==> src/rtl/srm_mem_pkg.sv <==
// Shared widths, arbiter state encoding and small helpers for the single-ported
// memory shared by the fetch stage and the load/store path.
package srm_mem_pkg;

    localparam int ADDR_W   = 30;
    localparam int DATA_W   = 32;
    localparam int BE_W     = 4;
    localparam int STREAK_W = 4;
    localparam int WAIT_W   = 8;

    typedef enum logic [1:0] {
        IDLE  = 2'd0,
        FETCH = 2'd1,
        DATA  = 2'd2
    } arb_state_t;

    // Saturating increment of the data streak counter; never exceeds lim.
    function automatic logic [STREAK_W-1:0] streak_sat_inc(
        input logic [STREAK_W-1:0] cur,
        input logic [STREAK_W-1:0] lim
    );
        logic [STREAK_W-1:0] res;
        if (cur >= lim) begin
            res = lim;
        end else begin
            res = cur + 4'd1;
        end
        return res;
    endfunction

endpackage

==> src/rtl/imem_port_arbiter_if.sv <==
// Fetch, data and memory-port signal bundle of the memory arbiter.
// slave = arbiter side, master = requesters plus memory side.
interface imem_port_arbiter_if;
    import srm_mem_pkg::*;

    logic              fetch_req;
    logic [ADDR_W-1:0] fetch_addr;
    logic              fetch_en;
    logic [DATA_W-1:0] inst_data;
    logic              inst_valid;

    logic              d_req;
    logic              d_we;
    logic [ADDR_W-1:0] d_addr;
    logic [DATA_W-1:0] d_wdata;
    logic [BE_W-1:0]   d_be;
    logic              d_done;
    logic [DATA_W-1:0] d_rdata;
    logic              bus_err;

    logic              mem_req;
    logic              mem_we;
    logic [ADDR_W-1:0] mem_addr;
    logic [DATA_W-1:0] mem_wdata;
    logic [BE_W-1:0]   mem_be;
    logic              mem_ack;
    logic [DATA_W-1:0] mem_rdata;

    logic              busy;

    modport slave (
        input  fetch_req, fetch_addr,
        input  d_req, d_we, d_addr, d_wdata, d_be,
        input  mem_ack, mem_rdata,
        output fetch_en, inst_data, inst_valid,
        output d_done, d_rdata, bus_err,
        output mem_req, mem_we, mem_addr, mem_wdata, mem_be,
        output busy
    );

    modport master (
        output fetch_req, fetch_addr,
        output d_req, d_we, d_addr, d_wdata, d_be,
        output mem_ack, mem_rdata,
        input  fetch_en, inst_data, inst_valid,
        input  d_done, d_rdata, bus_err,
        input  mem_req, mem_we, mem_addr, mem_wdata, mem_be,
        input  busy
    );

endinterface

==> src/rtl/mem_watchdog.sv <==
// Wait counter for an outstanding memory request; flags when it has sat at
// TIMEOUT, i.e. the request has been pending for TIMEOUT+1 cycles.
module mem_watchdog
    import srm_mem_pkg::*;
#(
    parameter int unsigned TIMEOUT = 255
) (
    input  logic clk,
    input  logic rst,
    input  logic clr,
    input  logic en,
    output logic timeout
);

    localparam logic [WAIT_W-1:0] LIMIT = WAIT_W'(TIMEOUT);

    logic [WAIT_W-1:0] cnt_r;
    logic [WAIT_W-1:0] cnt_s;

    // Next count: clear wins, otherwise count up and hold at the limit.
    always_comb begin
        cnt_s = cnt_r;
        if (clr) begin
            cnt_s = 8'd0;
        end else if (en && (cnt_r != LIMIT)) begin
            cnt_s = cnt_r + 8'd1;
        end else begin
            cnt_s = cnt_r;
        end
    end

    // Counter register.
    always_ff @(posedge clk or negedge rst) begin
        if (!rst) begin
            cnt_r <= 8'd0;
        end else begin
            cnt_r <= cnt_s;
        end
    end

    assign timeout = (cnt_r == LIMIT);

endmodule

==> src/rtl/imem_port_arbiter.sv <==
// Arbiter/sequencer for the single memory port shared by instruction fetch and
// load/store. Data has priority, bounded by a streak limit while fetch waits.
module imem_port_arbiter
    import srm_mem_pkg::*;
#(
    parameter int unsigned DATA_STREAK = 4,
    parameter int unsigned TIMEOUT     = 255
) (
    input  logic                clk,
    input  logic                rst,
    imem_port_arbiter_if.slave  bus
);

    localparam logic [STREAK_W-1:0] STREAK_LIM = STREAK_W'(DATA_STREAK);

    arb_state_t          state_r,      state_s;
    logic [STREAK_W-1:0] streak_r,     streak_s;
    logic                mem_req_r,    mem_req_s;
    logic                mem_we_r,     mem_we_s;
    logic [ADDR_W-1:0]   mem_addr_r,   mem_addr_s;
    logic [DATA_W-1:0]   mem_wdata_r,  mem_wdata_s;
    logic [BE_W-1:0]     mem_be_r,     mem_be_s;
    logic [DATA_W-1:0]   inst_data_r,  inst_data_s;
    logic [DATA_W-1:0]   d_rdata_r,    d_rdata_s;
    logic                fetch_en_r,   fetch_en_s;
    logic                inst_valid_r, inst_valid_s;
    logic                d_done_r,     d_done_s;
    logic                bus_err_r,    bus_err_s;
    logic                busy_r,       busy_s;

    logic                grant_data_s;
    logic                wd_clr_s;
    logic                wd_en_s;
    logic                wd_timeout_s;

    mem_watchdog #(
        .TIMEOUT (TIMEOUT)
    ) u_watchdog (
        .clk     (clk),
        .rst     (rst),
        .clr     (wd_clr_s),
        .en      (wd_en_s),
        .timeout (wd_timeout_s)
    );

    // Data wins unless fetch is waiting and the data streak is exhausted.
    always_comb begin
        grant_data_s = bus.d_req && (!bus.fetch_req || (streak_r < STREAK_LIM));
    end

    // Next-state, command latch and completion-pulse logic.
    always_comb begin
        state_s      = state_r;
        streak_s     = streak_r;
        mem_req_s    = mem_req_r;
        mem_we_s     = mem_we_r;
        mem_addr_s   = mem_addr_r;
        mem_wdata_s  = mem_wdata_r;
        mem_be_s     = mem_be_r;
        inst_data_s  = inst_data_r;
        d_rdata_s    = d_rdata_r;
        fetch_en_s   = 1'b0;
        inst_valid_s = 1'b0;
        d_done_s     = 1'b0;
        bus_err_s    = 1'b0;
        wd_clr_s     = 1'b0;
        wd_en_s      = 1'b0;

        case (state_r)
            IDLE: begin
                if (grant_data_s) begin
                    state_s     = DATA;
                    mem_req_s   = 1'b1;
                    mem_we_s    = bus.d_we;
                    mem_addr_s  = bus.d_addr;
                    mem_wdata_s = bus.d_wdata;
                    mem_be_s    = bus.d_be;
                    wd_clr_s    = 1'b1;
                    if (bus.fetch_req) begin
                        streak_s = streak_sat_inc(streak_r, STREAK_LIM);
                    end else begin
                        streak_s = 4'd0;
                    end
                end else if (bus.fetch_req) begin
                    state_s     = FETCH;
                    mem_req_s   = 1'b1;
                    mem_we_s    = 1'b0;
                    mem_addr_s  = bus.fetch_addr;
                    mem_wdata_s = 32'h0000_0000;
                    mem_be_s    = 4'hF;
                    wd_clr_s    = 1'b1;
                    streak_s    = 4'd0;
                end else begin
                    state_s = IDLE;
                end
            end

            FETCH: begin
                // An ack on the timeout edge still counts as a normal completion.
                if (bus.mem_ack) begin
                    state_s      = IDLE;
                    mem_req_s    = 1'b0;
                    inst_data_s  = bus.mem_rdata;
                    fetch_en_s   = 1'b1;
                    inst_valid_s = 1'b1;
                end else if (wd_timeout_s) begin
                    state_s      = IDLE;
                    mem_req_s    = 1'b0;
                    fetch_en_s   = 1'b1;
                    inst_valid_s = 1'b0;
                    bus_err_s    = 1'b1;
                end else begin
                    wd_en_s = 1'b1;
                end
            end

            DATA: begin
                if (bus.mem_ack) begin
                    state_s   = IDLE;
                    mem_req_s = 1'b0;
                    d_rdata_s = bus.mem_rdata;
                    d_done_s  = 1'b1;
                end else if (wd_timeout_s) begin
                    state_s   = IDLE;
                    mem_req_s = 1'b0;
                    d_rdata_s = 32'h0000_0000;
                    d_done_s  = 1'b1;
                    bus_err_s = 1'b1;
                end else begin
                    wd_en_s = 1'b1;
                end
            end

            default: begin
                state_s   = IDLE;
                mem_req_s = 1'b0;
            end
        endcase

        busy_s = (state_s != IDLE);
    end

    // State and output registers; reset abandons any in-flight access silently.
    always_ff @(posedge clk or negedge rst) begin
        if (!rst) begin
            state_r      <= IDLE;
            streak_r     <= 4'd0;
            mem_req_r    <= 1'b0;
            mem_we_r     <= 1'b0;
            mem_addr_r   <= 30'd0;
            mem_wdata_r  <= 32'h0000_0000;
            mem_be_r     <= 4'h0;
            inst_data_r  <= 32'h0000_0000;
            d_rdata_r    <= 32'h0000_0000;
            fetch_en_r   <= 1'b0;
            inst_valid_r <= 1'b0;
            d_done_r     <= 1'b0;
            bus_err_r    <= 1'b0;
            busy_r       <= 1'b0;
        end else begin
            state_r      <= state_s;
            streak_r     <= streak_s;
            mem_req_r    <= mem_req_s;
            mem_we_r     <= mem_we_s;
            mem_addr_r   <= mem_addr_s;
            mem_wdata_r  <= mem_wdata_s;
            mem_be_r     <= mem_be_s;
            inst_data_r  <= inst_data_s;
            d_rdata_r    <= d_rdata_s;
            fetch_en_r   <= fetch_en_s;
            inst_valid_r <= inst_valid_s;
            d_done_r     <= d_done_s;
            bus_err_r    <= bus_err_s;
            busy_r       <= busy_s;
        end
    end

    assign bus.mem_req    = mem_req_r;
    assign bus.mem_we     = mem_we_r;
    assign bus.mem_addr   = mem_addr_r;
    assign bus.mem_wdata  = mem_wdata_r;
    assign bus.mem_be     = mem_be_r;
    assign bus.inst_data  = inst_data_r;
    assign bus.inst_valid = inst_valid_r;
    assign bus.fetch_en   = fetch_en_r;
    assign bus.d_rdata    = d_rdata_r;
    assign bus.d_done     = d_done_r;
    assign bus.bus_err    = bus_err_r;
    assign bus.busy       = busy_r;

endmodule
==> src/flat_wrapper.sv <==
// flat-port wrapper written by rule: the top's interface ports become plain ports
module imem_port_arbiter_flat import srm_mem_pkg::*;
#(
    parameter int unsigned DATA_STREAK = 4,
    parameter int unsigned TIMEOUT     = 255
)
  (clk, rst, bus_fetch_req, bus_fetch_addr, bus_d_req, bus_d_we, bus_d_addr, bus_d_wdata, bus_d_be, bus_mem_ack, bus_mem_rdata, bus_fetch_en, bus_inst_data, bus_inst_valid, bus_d_done, bus_d_rdata, bus_bus_err, bus_mem_req, bus_mem_we, bus_mem_addr, bus_mem_wdata, bus_mem_be, bus_busy);
  imem_port_arbiter_if bus_i ();
  input  logic clk;
  input  logic rst;
  input wire logic [$bits(bus_i.fetch_req)-1:0] bus_fetch_req;
  input wire logic [$bits(bus_i.fetch_addr)-1:0] bus_fetch_addr;
  input wire logic [$bits(bus_i.d_req)-1:0] bus_d_req;
  input wire logic [$bits(bus_i.d_we)-1:0] bus_d_we;
  input wire logic [$bits(bus_i.d_addr)-1:0] bus_d_addr;
  input wire logic [$bits(bus_i.d_wdata)-1:0] bus_d_wdata;
  input wire logic [$bits(bus_i.d_be)-1:0] bus_d_be;
  input wire logic [$bits(bus_i.mem_ack)-1:0] bus_mem_ack;
  input wire logic [$bits(bus_i.mem_rdata)-1:0] bus_mem_rdata;
  output wire logic [$bits(bus_i.fetch_en)-1:0] bus_fetch_en;
  output wire logic [$bits(bus_i.inst_data)-1:0] bus_inst_data;
  output wire logic [$bits(bus_i.inst_valid)-1:0] bus_inst_valid;
  output wire logic [$bits(bus_i.d_done)-1:0] bus_d_done;
  output wire logic [$bits(bus_i.d_rdata)-1:0] bus_d_rdata;
  output wire logic [$bits(bus_i.bus_err)-1:0] bus_bus_err;
  output wire logic [$bits(bus_i.mem_req)-1:0] bus_mem_req;
  output wire logic [$bits(bus_i.mem_we)-1:0] bus_mem_we;
  output wire logic [$bits(bus_i.mem_addr)-1:0] bus_mem_addr;
  output wire logic [$bits(bus_i.mem_wdata)-1:0] bus_mem_wdata;
  output wire logic [$bits(bus_i.mem_be)-1:0] bus_mem_be;
  output wire logic [$bits(bus_i.busy)-1:0] bus_busy;
  assign bus_i.fetch_req = bus_fetch_req;
  assign bus_i.fetch_addr = bus_fetch_addr;
  assign bus_i.d_req = bus_d_req;
  assign bus_i.d_we = bus_d_we;
  assign bus_i.d_addr = bus_d_addr;
  assign bus_i.d_wdata = bus_d_wdata;
  assign bus_i.d_be = bus_d_be;
  assign bus_i.mem_ack = bus_mem_ack;
  assign bus_i.mem_rdata = bus_mem_rdata;
  assign bus_fetch_en = bus_i.fetch_en;
  assign bus_inst_data = bus_i.inst_data;
  assign bus_inst_valid = bus_i.inst_valid;
  assign bus_d_done = bus_i.d_done;
  assign bus_d_rdata = bus_i.d_rdata;
  assign bus_bus_err = bus_i.bus_err;
  assign bus_mem_req = bus_i.mem_req;
  assign bus_mem_we = bus_i.mem_we;
  assign bus_mem_addr = bus_i.mem_addr;
  assign bus_mem_wdata = bus_i.mem_wdata;
  assign bus_mem_be = bus_i.mem_be;
  assign bus_busy = bus_i.busy;
  imem_port_arbiter #(.DATA_STREAK(DATA_STREAK), .TIMEOUT(TIMEOUT)) u_core (.clk(clk), .rst(rst), .bus(bus_i));
endmodule
==> config.mk <==
export PLATFORM = sky130hd
export DESIGN_NAME = imem_port_arbiter_flat
export DESIGN_NICKNAME = d
export VERILOG_FILES = /design/src/rtl/srm_mem_pkg.sv /design/src/rtl/imem_port_arbiter_if.sv /design/src/rtl/mem_watchdog.sv /design/src/rtl/imem_port_arbiter.sv /design/src/flat_wrapper.sv
export SDC_FILE = /design/constraint.sdc
export NUM_CORES = 1
export LEC_CHECK = 0
export BUFFER_PORTS_ARGS = -buffer_cell sky130_fd_sc_hd__buf_2
export CAP_MARGIN = 0
export CELL_PAD_IN_SITES_DETAIL_PLACEMENT = 0
export CELL_PAD_IN_SITES_GLOBAL_PLACEMENT = 2
export CORE_MARGIN = 2
export CORE_UTILIZATION = 30
export CTS_BUF_LIST = sky130_fd_sc_hd__clkbuf_8
export DETAILED_ROUTE_END_ITERATION = 12
export MAX_ROUTING_LAYER = met4
export PLACE_DENSITY = 0.91
export SYNTH_ARGS = -nofsm -noshare
export SYNTH_HDL_FRONTEND = slang
export SYNTH_HIERARCHICAL = 1
export SYNTH_SLANG_ARGS = --single-unit
==> constraint.sdc <==
create_clock -name clk -period 2.65 [get_ports clk]
set_input_delay 0.1325 -clock clk [delete_from_list [all_inputs] [get_ports clk]]
set_output_delay 0.1325 -clock clk [all_outputs]
set_load 0.01 [all_outputs]
==> metrics.md <==
| Metric | Value |
|---|---|
| Run status | `finished clean` |
| WP buf/inv | `3` |
| Leakage | `4.639 nW` |
| Levels on crit path | `7` |
| Syn Area/Cell | `around 13 sq um` |
| Antenna violations before repair | `0` |
| Final worst setup slack | `376.7 ps` |
| Crit path launch type | `flop` |
| Maximum clock path buffer count | `2` |
| Largest net degree at the start of global routing | `72` |
| Post-CTS Setup Bufs | `0` |
| Antenna viol nets, final | `0` |
| GR Layer Usage met1 | `between 20% and 30%` |
| Final hold viol count | `0` |
| CP peak stage delay | `570 ps` |
| Reg2reg end | `u_core/bus.mem_addr[1]` |
| H-tree Lvls | `4` |
| Largest delay share family, worst path | `buffers and inverters` |
| Worst r2r src | `u_core/state_r[0]` |
| Most used routing layer | `met2` |
| Post-route DRC | `0` |
| Port-buffer cells | `270` |
| Critical Path Sink Type | `flop` |
| Post-CTS Resized | `0` |
| Share of cells above drive strength 1 | `a little under two fifths` |
| Post-synth EDFFs | `0` |
| Max Slew Vio Count | `0` |
| CTS tree | `built` |
| PwrDens | `1046 nW/um^2` |
| CP cell instances | `inv_1 > ha_1 > o21ai_4 > buf_4 > nand2_1 > o211ai_1 > dlygate4sd3_1` |
| Rows | `52` |
| Peak VDD IR | `409.4 uV` |
| Crit path time final | `2273 ps` |
| Synthesized area | `6130 sq um` |
| FF+latch count, synth | `151` |
| Setup CP Type | `flop to flop` |
| Post-DP HPWL | `12170 um` |
| Gr usage total | `a little under a fifth` |
| Max Freq | `between 400 and 500 MHz` |
| Worst Setup EP | `u_core/bus.mem_addr[1]` |
| Reg2reg setup slack | `380 ps` |
| CTS Sinks | `151` |
| Core box area | `20170 sq um` |
| Via count | `roughly 5600` |
| TNS Setup | `0 ps` |
| Fraction of registers with async set/reset | `100.0%` |
| Design Area, Final | `roughly 9500 sq um` |
| Sequential area share after synthesis | `61.65%` |
| HP Class | `primary input to flop` |
| Worst path required time | `3030 ps` |
| Boundary pin count | `271` |
| RSZ-0062 raised after global routing | `no` |
| Post-layout util | `46.87%` |
| Setup Skew | `24.16 ps` |
| Vias in the first global route | `5880` |
| WL per Instance | `about 16 um` |
| CP max FO | `46` |
| Synth Flop Type | `dfrtp_1` |
| Initial cell density of the core | `30.39%` |
| GR Util met2 | `29.84%` |
| Clock Pin Slew Worst Setup and Hold Paths | `80 ps` |
| Slew headroom | `around 54%` |
| Vias/cell | `4.821` |
| Met3 global-route usage | `around 3.7%` |
| Worst-skew pair later-pin latency | `450 ps` |
| Setup WS pre-CTS | `471.4 ps` |
| Syn nets | `626` |
| Reg2Reg Depth | `7` |
| Nets | `1021` |
| Synth unique cells | `between 40 and 50` |
| Area post-placement | `7771 sq um` |
| Ys Warns | `6` |
| Die Area | `between 20000 and 25000 sq um` |
| Worst-Margin Slew | `693.6 ps` |
| First-pass GRT wire length | `30530 um` |
| Crit path DAT | `2650 ps` |
| Clock root cell | `clkbuf_8` |
| Cells after Synth | `slightly below 500` |
| RePlAce Congestion | `0.7767` |
| Die width | `between 100 and 150 um` |
| Die extent in y | `roughly 150 um` |
| Number of max-cap violations | `0` |
| P&R area growth vs syn | `54.24%` |
| DRT Pass-1 Iters | `5` |
| CTS buffer count | `17` |
| Overflow after GRT | `0` |
| Inserted Diodes | `0` |
| Final setup violation count | `0` |
| 1st-iter DRT viols | `234` |
| CP Launch Point | `u_core/state_r[0]` |
| Period utilization | `roughly 86%` |
| Drt total wl | `18840 um` |
| Slowest stage cell, crit path | `dlygate4sd3_1` |
## kinds of logic (layout without fill, tap and decap cells)
group           after synthesis  in the layout  synth area share, %
flops                       151            151                61.65
simple gates                125            125                10.29
compound gates              123            123                16.35
buf+inv                      45            453                3.837
mux                          36             36                6.654
fa+ha+maj                     6              6                1.225
## flip-flops by register name, indices dropped and copies added, names as in the netlist
signal / flops
u_core/bus.bus_err: 1
u_core/bus.inst_data: 32
u_core/bus.busy: 1
u_core/bus.d_done: 1
u_core/bus.mem_we: 1
u_core/bus.inst_valid: 1
u_core/streak_r: 4
u_core/bus.mem_addr: 30
u_core/bus.mem_wdata: 32
u_core/bus.mem_req: 1
u_core/bus.fetch_en: 1
u_core/bus.d_rdata: 32
u_core/state_r: 2
u_core/u_watchdog/cnt_r: 8
u_core/bus.mem_be: 4
## cell usage in the layout (no fill, tap or decap), drive strengths merged, types with 3 or more instances in the layout
cell type	count
nand2	67
a211oi	4
dlygate4sd3	131
clkinv	3
clkinvlp	3
nor2	3
o22a	4
nand4	32
ha	6
a21oi	5
o211ai	30
a22o	67
buf	284
nand3	3
mux2	35
and2	6
clkbuf	17
o21ai	6
inv	15
dfrtp	151
## what timing repair did
| item | in CTS | in global routing |
|---|---|---|
| setup endpoints to repair | 0 | 0 |
| hold endpoints to repair | 201 | 0 |
| hold buffers | 131 | 0 |
## where the power goes
group	switching, mW	internal (mW)	total, mW
registers	0.553	3.35	3.90
logic	2.20	2.12	4.32
clock network	0.982	0.687	1.67
total	3.73	6.16	9.89
## Yosys cell counts, types with 2 or more instances
cell type | number | share of area, %
o21ai_0 | 2 | 0.16
nor3_1 | 2 | 0.16
buf_2 | 17 | 1.4
nand2b_1 | 2 | 0.20
a211oi_1 | 4 | 0.49
a22o_1 | 67 | 9.6
and2_4 | 2 | 0.29
nand3_1 | 3 | 0.24
nor2b_1 | 2 | 0.20
clkbuf_1 | 15 | 0.92
and2_1 | 3 | 0.31
inv_1 | 4 | 0.24
dfrtp_1 | 151 | 62
o21bai_1 | 2 | 0.24
o211ai_1 | 30 | 3.7
nand4_1 | 32 | 3.3
ha_1 | 6 | 1.2
buf_4 | 2 | 0.24
mux2_2 | 2 | 0.37
mux2_1 | 32 | 5.9
a31oi_1 | 2 | 0.20
o22a_1 | 4 | 0.57
nor2_1 | 3 | 0.18
inv_2 | 2 | 0.12
nand2_1 | 67 | 4.1
a21oi_1 | 5 | 0.41
o21ai_1 | 2 | 0.16
buf_6 | 5 | 0.92
## through the flow
step | instances | hold slack [ps] | power [mW]
2_1_floorplan | 486 | -163.1 | 6.079
3_3_place_gp | 1001 | 204.5 | 7.719
3_5_place_dp | 1001 | 205.1 | 7.782
4_1_cts | 1164 | 40.33 | 9.983
5_1_grt | 1164 | 56.25 | 10.61
6_report | 1164 | 68.12 | 9.887
## worst min-delay path by stage
stage | startpoint | endpoint | slack, ps | cells after the start
final | bus_fetch_req | u_core/state_r[0] | 70 | 3
after floorplan | rst | u_core/bus.bus_err | -160 | 0
after CTS | bus_fetch_req | u_core/state_r[0] | 40 | 3
after global routing | bus_fetch_req | u_core/state_r[0] | 60 | 3
after detailed placement | rst | u_core/bus.mem_wdata[15] | 210 | 1
after global placement | rst | u_core/bus.d_done | 200 | 1
## layer usage
| layer | up-vias | part of all wire [%] |
|---|---|---|
| met5 | - | 0 |
| met2 | 222 | 48 |
| met4 | 0 | 2.3 |
| li1 | 2587 | - |
| met3 | 33 | 5.7 |
| met1 | 2770 | 44 |
## worst min-delay path, cell delays in order
cell     delay [ps]
buf_2           150
a32oi_1         110
nor2_1           80
## final cells by class
class / instances / area (sq um)
Fill cell: 1879 / 10720
Sequential cell: 151 / 3779
Timing Repair Buffer: 415 / 2824
Multi-Input combinational cell: 290 / 2120
Tap cell: 270 / 337.8
Clock buffer: 17 / 234.0
Clock inverter: 15 / 137.6
Inverter: 6 / 22.52
No activity file was read; power rests on OpenSTA's default activity.
